**config.mk**
```make
export PLATFORM = sky130hd
export DESIGN_NAME = mmio_peripheral_responder
export DESIGN_NICKNAME = d
export VERILOG_FILES = /design/src/rtl/mmio_pkg.sv /design/src/rtl/mmio_peripheral_responder_pwm_channel.sv /design/src/rtl/mmio_peripheral_responder.sv
export SDC_FILE = /design/constraint.sdc
export NUM_CORES = 1
export LEC_CHECK = 0
export CAP_MARGIN = 40
export CORE_MARGIN = 2
export CORE_UTILIZATION = 30
export CTS_CLUSTER_DIAMETER = 80
export DETAILED_ROUTE_END_ITERATION = 8
export PLACE_DENSITY = 0.48
export SYNTH_ARGS = -nofsm -noshare
export SYNTH_HDL_FRONTEND = slang
export SYNTH_SLANG_ARGS = --single-unit
```
**constraint.sdc**
```tcl
create_clock -name clk -period 6.5 [get_ports clk]
set_input_delay 1.3 -clock clk [delete_from_list [all_inputs] [get_ports clk]]
set_output_delay 1.3 -clock clk [all_outputs]
set_load 0.03 [all_outputs]
```
**src/rtl/mmio_pkg.sv**
```systemverilog
// Purpose: shared register offsets, load/store size codes and FSM states for the peripheral window.
// Latency: none (declarations only).
// Backpressure: not applicable.
package mmio_pkg;

    // Register offsets within the 16-byte window
    localparam logic [3:0] OFF_LED = 4'h0;
    localparam logic [3:0] OFF_RGB = 4'h4;
    localparam logic [3:0] OFF_US  = 4'h8;
    localparam logic [3:0] OFF_MS  = 4'hC;

    // RV32I load/store funct3 encodings
    localparam logic [2:0] F3_B  = 3'b000;
    localparam logic [2:0] F3_H  = 3'b001;
    localparam logic [2:0] F3_W  = 3'b010;
    localparam logic [2:0] F3_BU = 3'b100;
    localparam logic [2:0] F3_HU = 3'b101;

    typedef enum logic {IDLE, RESP} resp_state_t;

endpackage

```
**src/rtl/mmio_peripheral_responder_pwm_channel.sv**
```systemverilog
// Purpose: one PWM channel; duty is shadowed at counter wrap so a period is never torn.
// Latency: new duty visible from the first count after the next wrap; output is combinational off cnt.
// Backpressure: none; free-running.
module pwm_channel #(
    parameter int unsigned PWM_BITS = 8
) (
    input  logic                clk,
    input  logic                rst_n,
    input  logic [PWM_BITS-1:0] cnt,
    input  logic                wrap,
    input  logic [PWM_BITS-1:0] duty_in,
    output logic                pwm_out
);

    logic [PWM_BITS-1:0] shadow_duty;

    // Latch the programmed duty only on the edge where the shared counter rolls over to 0
    always_ff @(posedge clk or negedge rst_n) begin
        if (!rst_n) begin
            shadow_duty <= '0;
        end else if (wrap) begin
            shadow_duty <= duty_in;
        end
    end

    // duty 0 never matches, full-scale duty misses only the last count
    assign pwm_out = (cnt < shadow_duty);

endmodule

```
**src/rtl/mmio_peripheral_responder.sv**
```systemverilog
// Purpose: responder for the peripheral window: PWM duty registers, micros/millis timers, LED/RGB pins.
// Latency: request accepted at edge N, one-cycle response strobe in cycle N+1.
// Backpressure: req_ready drops for the response cycle, so at most one request every two cycles.
module mmio_peripheral_responder
    import mmio_pkg::*;
#(
    parameter int unsigned CLK_FREQ_HZ = 12_000_000,
    parameter logic [31:0] BASE_ADDR   = 32'hFFFF_FFF0,
    parameter int unsigned PWM_BITS    = 8
) (
    input  logic        clk,
    input  logic        rst_n,
    input  logic        req_valid,
    output logic        req_ready,
    input  logic        req_write,
    input  logic [31:0] req_addr,
    input  logic [2:0]  req_funct3,
    input  logic [31:0] req_wdata,
    output logic        resp_valid,
    output logic [31:0] resp_rdata,
    output logic        resp_err,
    output logic        led,
    output logic        red,
    output logic        green,
    output logic        blue
);

    localparam int unsigned US_DIV = CLK_FREQ_HZ / 1_000_000;
    localparam int unsigned PSC_W  = $clog2(US_DIV + 1);

    resp_state_t         state;
    logic                accept;

    logic [PWM_BITS-1:0] led_duty;
    logic [23:0]         rgb_duty;
    logic [31:0]         micros;
    logic [31:0]         millis;
    logic [PSC_W-1:0]    presc;
    logic [9:0]          ms_div;
    logic                us_tick;

    logic [PWM_BITS-1:0] pwm_cnt;
    logic                pwm_wrap;
    logic                led_pwm;
    logic                red_pwm;
    logic                green_pwm;
    logic                blue_pwm;

    logic [31:0]         off;
    logic                in_win;
    logic [3:0]          reg_off;
    logic [31:0]         cur_word;
    logic [7:0]          byte_sel;
    logic [15:0]         half_sel;
    logic [31:0]         load_data;
    logic [31:0]         wmask;
    logic [31:0]         wlanes;
    logic [31:0]         new_word;
    logic                req_err;
    logic                unused_bits;

    assign accept  = req_valid && req_ready;
    assign off     = req_addr - BASE_ADDR;
    assign in_win  = (off < 32'd16);
    assign reg_off = {off[3:2], 2'b00};

    // Current contents of the addressed register, unimplemented bits reading as zero
    always_comb begin
        cur_word = 32'h0;
        case (reg_off)
            OFF_LED: cur_word = 32'(led_duty);
            OFF_RGB: cur_word = {8'h00, rgb_duty};
            OFF_US:  cur_word = micros;
            OFF_MS:  cur_word = millis;
            default: cur_word = 32'h0;
        endcase
    end

    // Lane selection and sign/zero extension for loads
    always_comb begin
        byte_sel = cur_word[7:0];
        case (req_addr[1:0])
            2'd0: byte_sel = cur_word[7:0];
            2'd1: byte_sel = cur_word[15:8];
            2'd2: byte_sel = cur_word[23:16];
            2'd3: byte_sel = cur_word[31:24];
            default: byte_sel = cur_word[7:0];
        endcase
        half_sel  = req_addr[1] ? cur_word[31:16] : cur_word[15:0];
        load_data = 32'h0;
        case (req_funct3)
            F3_B:    load_data = {{24{byte_sel[7]}}, byte_sel};
            F3_BU:   load_data = {24'h0, byte_sel};
            F3_H:    load_data = {{16{half_sel[15]}}, half_sel};
            F3_HU:   load_data = {16'h0, half_sel};
            F3_W:    load_data = cur_word;
            default: load_data = 32'h0;
        endcase
    end

    // Store merge: replicate the right-aligned data to every lane, then keep only the addressed lanes
    always_comb begin
        wmask  = 32'h0;
        wlanes = req_wdata;
        case (req_funct3)
            F3_B: begin
                wlanes = {4{req_wdata[7:0]}};
                wmask  = 32'h0000_00FF << {req_addr[1:0], 3'b000};
            end
            F3_H: begin
                wlanes = {2{req_wdata[15:0]}};
                wmask  = req_addr[1] ? 32'hFFFF_0000 : 32'h0000_FFFF;
            end
            F3_W: begin
                wlanes = req_wdata;
                wmask  = 32'hFFFF_FFFF;
            end
            default: begin
                wlanes = req_wdata;
                wmask  = 32'h0;
            end
        endcase
        new_word = (cur_word & ~wmask) | (wlanes & wmask);
    end

    // Reject out-of-window, misaligned, unsupported-size and read-only-target accesses
    always_comb begin
        req_err = !in_win;
        case (req_funct3)
            F3_B:    req_err = req_err;
            F3_BU:   req_err = req_err || req_write;
            F3_H:    req_err = req_err || req_addr[0];
            F3_HU:   req_err = req_err || req_write || req_addr[0];
            F3_W:    req_err = req_err || (req_addr[1:0] != 2'b00);
            default: req_err = 1'b1;
        endcase
        if (req_write && (reg_off == OFF_US || reg_off == OFF_MS)) begin
            req_err = 1'b1;
        end
    end

    // Byte lanes above the RGB fields have no storage
    assign unused_bits = ^new_word[31:24];

    // Handshake FSM: one request in, one response strobe out, registered outputs
    always_ff @(posedge clk or negedge rst_n) begin
        if (!rst_n) begin
            state      <= IDLE;
            req_ready  <= 1'b1;
            resp_valid <= 1'b0;
            resp_rdata <= 32'h0;
            resp_err   <= 1'b0;
        end else begin
            case (state)
                IDLE: begin
                    if (accept) begin
                        state      <= RESP;
                        req_ready  <= 1'b0;
                        resp_valid <= 1'b1;
                        resp_err   <= req_err;
                        resp_rdata <= (req_write || req_err) ? 32'h0 : load_data;
                    end
                end
                RESP: begin
                    state      <= IDLE;
                    req_ready  <= 1'b1;
                    resp_valid <= 1'b0;
                    resp_rdata <= 32'h0;
                    resp_err   <= 1'b0;
                end
            endcase
        end
    end

    // Duty registers update on the accept edge of a good store
    always_ff @(posedge clk or negedge rst_n) begin
        if (!rst_n) begin
            led_duty <= '0;
            rgb_duty <= 24'h0;
        end else if (accept && req_write && !req_err) begin
            case (reg_off)
                OFF_LED: led_duty <= new_word[PWM_BITS-1:0];
                OFF_RGB: rgb_duty <= new_word[23:0];
                default: begin
                end
            endcase
        end
    end

    assign us_tick = (presc == PSC_W'(US_DIV - 1));

    // Microsecond prescaler feeding micros and a 0..999 divider for millis
    always_ff @(posedge clk or negedge rst_n) begin
        if (!rst_n) begin
            presc  <= '0;
            ms_div <= 10'd0;
            micros <= 32'h0;
            millis <= 32'h0;
        end else begin
            presc <= us_tick ? '0 : presc + 1'b1;
            if (us_tick) begin
                micros <= micros + 32'd1;
                if (ms_div == 10'd999) begin
                    ms_div <= 10'd0;
                    millis <= millis + 32'd1;
                end else begin
                    ms_div <= ms_div + 10'd1;
                end
            end
        end
    end

    assign pwm_wrap = &pwm_cnt;

    // Shared free-running PWM period counter
    always_ff @(posedge clk or negedge rst_n) begin
        if (!rst_n) begin
            pwm_cnt <= '0;
        end else begin
            pwm_cnt <= pwm_cnt + 1'b1;
        end
    end

    pwm_channel #(.PWM_BITS(PWM_BITS)) u_pwm_led (
        .clk(clk), .rst_n(rst_n), .cnt(pwm_cnt), .wrap(pwm_wrap),
        .duty_in(led_duty), .pwm_out(led_pwm)
    );

    pwm_channel #(.PWM_BITS(PWM_BITS)) u_pwm_red (
        .clk(clk), .rst_n(rst_n), .cnt(pwm_cnt), .wrap(pwm_wrap),
        .duty_in(PWM_BITS'(rgb_duty[7:0])), .pwm_out(red_pwm)
    );

    pwm_channel #(.PWM_BITS(PWM_BITS)) u_pwm_green (
        .clk(clk), .rst_n(rst_n), .cnt(pwm_cnt), .wrap(pwm_wrap),
        .duty_in(PWM_BITS'(rgb_duty[15:8])), .pwm_out(green_pwm)
    );

    pwm_channel #(.PWM_BITS(PWM_BITS)) u_pwm_blue (
        .clk(clk), .rst_n(rst_n), .cnt(pwm_cnt), .wrap(pwm_wrap),
        .duty_in(PWM_BITS'(rgb_duty[23:16])), .pwm_out(blue_pwm)
    );

    // Board LED is active-high, the RGB LED sinks current so its pins are active-low
    assign led   = led_pwm;
    assign red   = ~red_pwm;
    assign green = ~green_pwm;
    assign blue  = ~blue_pwm;

endmodule

```
==> metrics.log <==
INFO  metric finalWorstPathRequiredPeriod = 4.11 ns
INFO  metric drt_pre_antenna_iters = 7
INFO  metric power.density = 199 mW/mm^2
INFO  metric p_leak = 5.33 nW
INFO  metric htree_num_levels = 4
INFO  metric clkSinkCount = 186
INFO  metric totalNegativeSetupSlack = 0 ns
INFO  metric worst_hold_startpoint = presc[0]
INFO  metric postSynthAreaPerCell = 10.9 um^2
INFO  metric crit_chain = ha_1 -> a21o_1 -> a21o_1 -> a21oi_1 -> nor2b_1 -> o21ai_0 -> a211o_1 -> clkdlybuf4s50_1
INFO  metric worst_clock_skew = 0.0103 ns
INFO  metric cp-end-kind = primary output
INFO  metric post_cts.resized_instances = 0
INFO  metric die_height = 187 um
INFO  metric cts-hold-fix-buffers = 0
INFO  metric worst_path_max_delay_cell = clkdlybuf4s50_1
INFO  metric timing.max_slew.rel_slack = 43.0%
INFO  metric post_route_cells_drive_above_1_share = 17.7%
INFO  metric n_antenna_cell = 0
INFO  metric latest_clock_arrival_within_the_worst_skew_pair = 0.44 ns
INFO  metric number_of_standard_cell_rows_in_the_floorplan = 66
INFO  metric synth-edff-count = 0
INFO  metric number_of_global_route_vias_before_repair = 7266
INFO  metric regArea = 0.00466 mm^2
INFO  metric ant_nets_after_route = 0
INFO  metric outcome = complete, no violations
INFO  metric ff2ff_path_depth = 8
INFO  metric grt-ovfl-total = 0
INFO  metric vdd.ir_drop.worst = 0.177 mV
INFO  metric cell_type_with_the_highest_aggregate_area_in_the_netlist = dfrtp_1
INFO  metric wl_met1 = 13200 um
INFO  metric clock_tree_from_tritoncts = yes
INFO  metric min_to = presc[0]
INFO  metric largest_net_degree_at_the_start_of_global_routing = 94
INFO  metric dieArea = 0.0348 mm^2
INFO  metric nFillCells = 3304
INFO  metric area_growth_syn_to_layout = 20.9%
INFO  metric critPathRequiredTime = 5.20 ns
INFO  metric critPathMaxStageDelay = 0.66 ns
INFO  metric wl = 27000 um
INFO  metric critPathMaxFanout = 8
INFO  metric route.top_layer_used = met4
INFO  metric syn_inst = 915
INFO  metric synth.yosys.seq_area_share = 46.5%
INFO  metric reg2reg_to = micros[31]
INFO  metric async_flop_share = 100%
INFO  metric final-setup-viol-count = 0
INFO  metric final-hold-violation-count = 0
INFO  metric layout_commonest_cell = dfrtp_1
INFO  metric min_delay_path_depth = 1
INFO  metric viasPerCell = 4.88
INFO  metric drt_first_iter_violations = 550
INFO  metric die_width = 187 um
INFO  metric timing.fmax = 244 MHz
INFO  metric routed_wire_length_per_instance = 18.5 um
INFO  metric final_max_slew_viol_count = 0
INFO  metric antenna_violations_before_repair = 0
INFO  metric rsz0062_at_grt = no
INFO  metric postCtsSetupRepairBufs = 0
INFO  metric hold_class = flip-flop to flip-flop
INFO  metric multi_input_comb_area = 0.00502 mm^2
INFO  metric via_count = 7144
INFO  metric wire_length_of_the_first_global_routing_pass = 43100 um
INFO  metric synth_seq_cells = 186
INFO  metric design.final.nets = 1113
INFO  metric postSynthNetCount = 1019
INFO  metric top_level_pins = 110
INFO  metric cap_violations = 0
INFO  metric synth_top_cells_by_area = dfrtp_1, mux2_2, xnor2_1
INFO  metric timing_worst_setup_path_type = flip-flop to primary output
INFO  metric mostFrequentLayoutCells = dfrtp_1, mux2_2, clkdlybuf4s50_1
INFO  metric ff2ff_setup_slack = 3.40 ns
INFO  metric layout.core_utilization = 37.0%
INFO  metric cts_max_path_buffers = 2
INFO  metric placement.setup.worst_slack = 2.00 ns
INFO  metric worstSetupStartpointType = flip-flop
INFO  metric most_frequent_cell_on_the_critical_path = a21o_1
INFO  metric hpwlAfterDp = 19800 um
INFO  metric post_synth_num_cell_types = 52
INFO  metric final.hold.worst_slack = 0.463 ns
INFO  metric globalplace.congestion = 0.827
INFO  metric drc_errors = 0
INFO  metric met3_wirelength = 935 um
INFO  metric post_synth_instance_area = 0.0100 mm^2
INFO  metric numCtsBuffers = 17
INFO  metric clk_transition_reported_paths = 0.07 ns
INFO  metric met2_wire_length = 12400 um
INFO  metric buffer_ports.inserted = 101
INFO  metric area_inside_the_core_boundary = 0.0327 mm^2
INFO  metric ctsRootBufferMaster = clkbuf_16
INFO  metric initial_util = 30.6%
INFO  metric cp.arrival = 2.81 ns
INFO  metric tightestPinTransition = 0.853 ns
INFO  metric yosysTopAreaCellShare = 46.2%
INFO  metric fin_ws = 2.39 ns
INFO  metric reg_to_reg_start = presc[0]
INFO  metric final.period_utilization = 63.2%
INFO  metric grtUsageTotal = 15.9%
INFO  metric ys_dominant_reg_cell = dfrtp_1
INFO  metric synth.yosys.warnings = 0
==> per-stage QoR <==
step	cells	power, mW	instance area [um^2]
floorplan	915	1.23	10000
global placement	1428	1.32	11500
detailed placement	1432	1.32	11500
CTS	1464	2.44	12100
global route	1464	2.49	12100
finish	1464	2.41	12100
==> cells by family (layout without fill, tap and decap cells) <==
logic type	after synthesis	count (layout)	synth area share [%]
adders and majority gates	33	33	4.12
muxes	132	132	16.5
AOI/OAI and AO/OA	140	140	9.24
buffers and inverters	79	186	3.40
DFF	186	186	46.5
and+or+nand+nor	268	268	13.5
xor gates and xnor gates	77	77	6.74
==> layout make-up <==
cell class	instances	area share, %
clock buffer	20	3.69
clock inverter	12	1.43
inverter	39	1.21
multi-input combinational	650	41.4
sequential	186	38.5
tap	442	4.57
timing repair buffer	115	9.21
==> power by group <==
part | internal [mW] | switching (mW) | total, mW
Combinational | 0.0616 | 0.0796 | 0.141
Clock | 0.653 | 0.461 | 1.11
Sequential | 1.16 | 0 | 1.16
==> metal layers <==
layer  vias to the layer above  track usage, %
li1                       3461               -
met1                      3509            22.3
met2                       151            25.2
met3                        23            2.73
met4                         0            4.55
met5                         -               0
==> state kept, by name (all words and copies together) (netlist names), 4 cells and up <==
register                 flops
presc                        4
rgb_duty                    24
pwm_cnt                      8
resp_rdata                  32
u_pwm_red.shadow_duty        8
micros                      32
millis                      32
u_pwm_led.shadow_duty        8
ms_div                      10
u_pwm_blue.shadow_duty       8
u_pwm_green.shadow_duty      8
led_duty                     8
==> synthesized netlist by cell type (2+ instances only) <==
library cell  instances
buf_6                 5
xnor2_1              48
xor2_1               29
a222oi_1              8
a221oi_1              8
nor3b_1               2
nor2b_1              17
buf_1                 3
ha_1                 33
a21oi_1              34
or3_1                 4
o21bai_1              2
o21ai_0              34
buf_2                 4
clkbuf_1             27
mux2i_1               9
nor2_1               47
and3_1               17
nor4_1                6
nor3_1               14
mux4_2               16
o21ai_1              12
or2_2                 3
dfrtp_1             185
mux2_2              107
and4_1                4
nand2b_1              8
nand4_1              21
inv_1                39
nand2_1              90
a21o_1               10
nand3_1              26
a22o_1               16
a31oi_1               9
==> worst max-delay path: cells and delay by family, from the launching register on <==
family                     cells  cell delay [ns]
AOI/OAI and AO/OA              5             0.80
buffers and inverters          1             0.66
DFF                            1             0.51
adders and majority gates      1             0.35
and+or+nand+nor                1             0.06
==> worst max path at each step <==
| stage | from | cells past startpoint | endpoint | slack (ns) |
|---|---|---|---|---|
| 6_report | pwm_cnt[1] | 8 | led | 2.39 |
| 3_3_place_gp | req_addr[0] | 7 | rgb_duty[1] | 1.95 |
| 3_5_place_dp | req_addr[0] | 7 | rgb_duty[17] | 2.00 |
| 5_1_grt | pwm_cnt[1] | 8 | led | 2.19 |
| 2_1_floorplan | req_addr[2] | 8 | resp_rdata[6] | 3.02 |
| 4_1_cts | pwm_cnt[1] | 8 | led | 2.32 |
No activity file was read; power rests on OpenSTA's default activity.
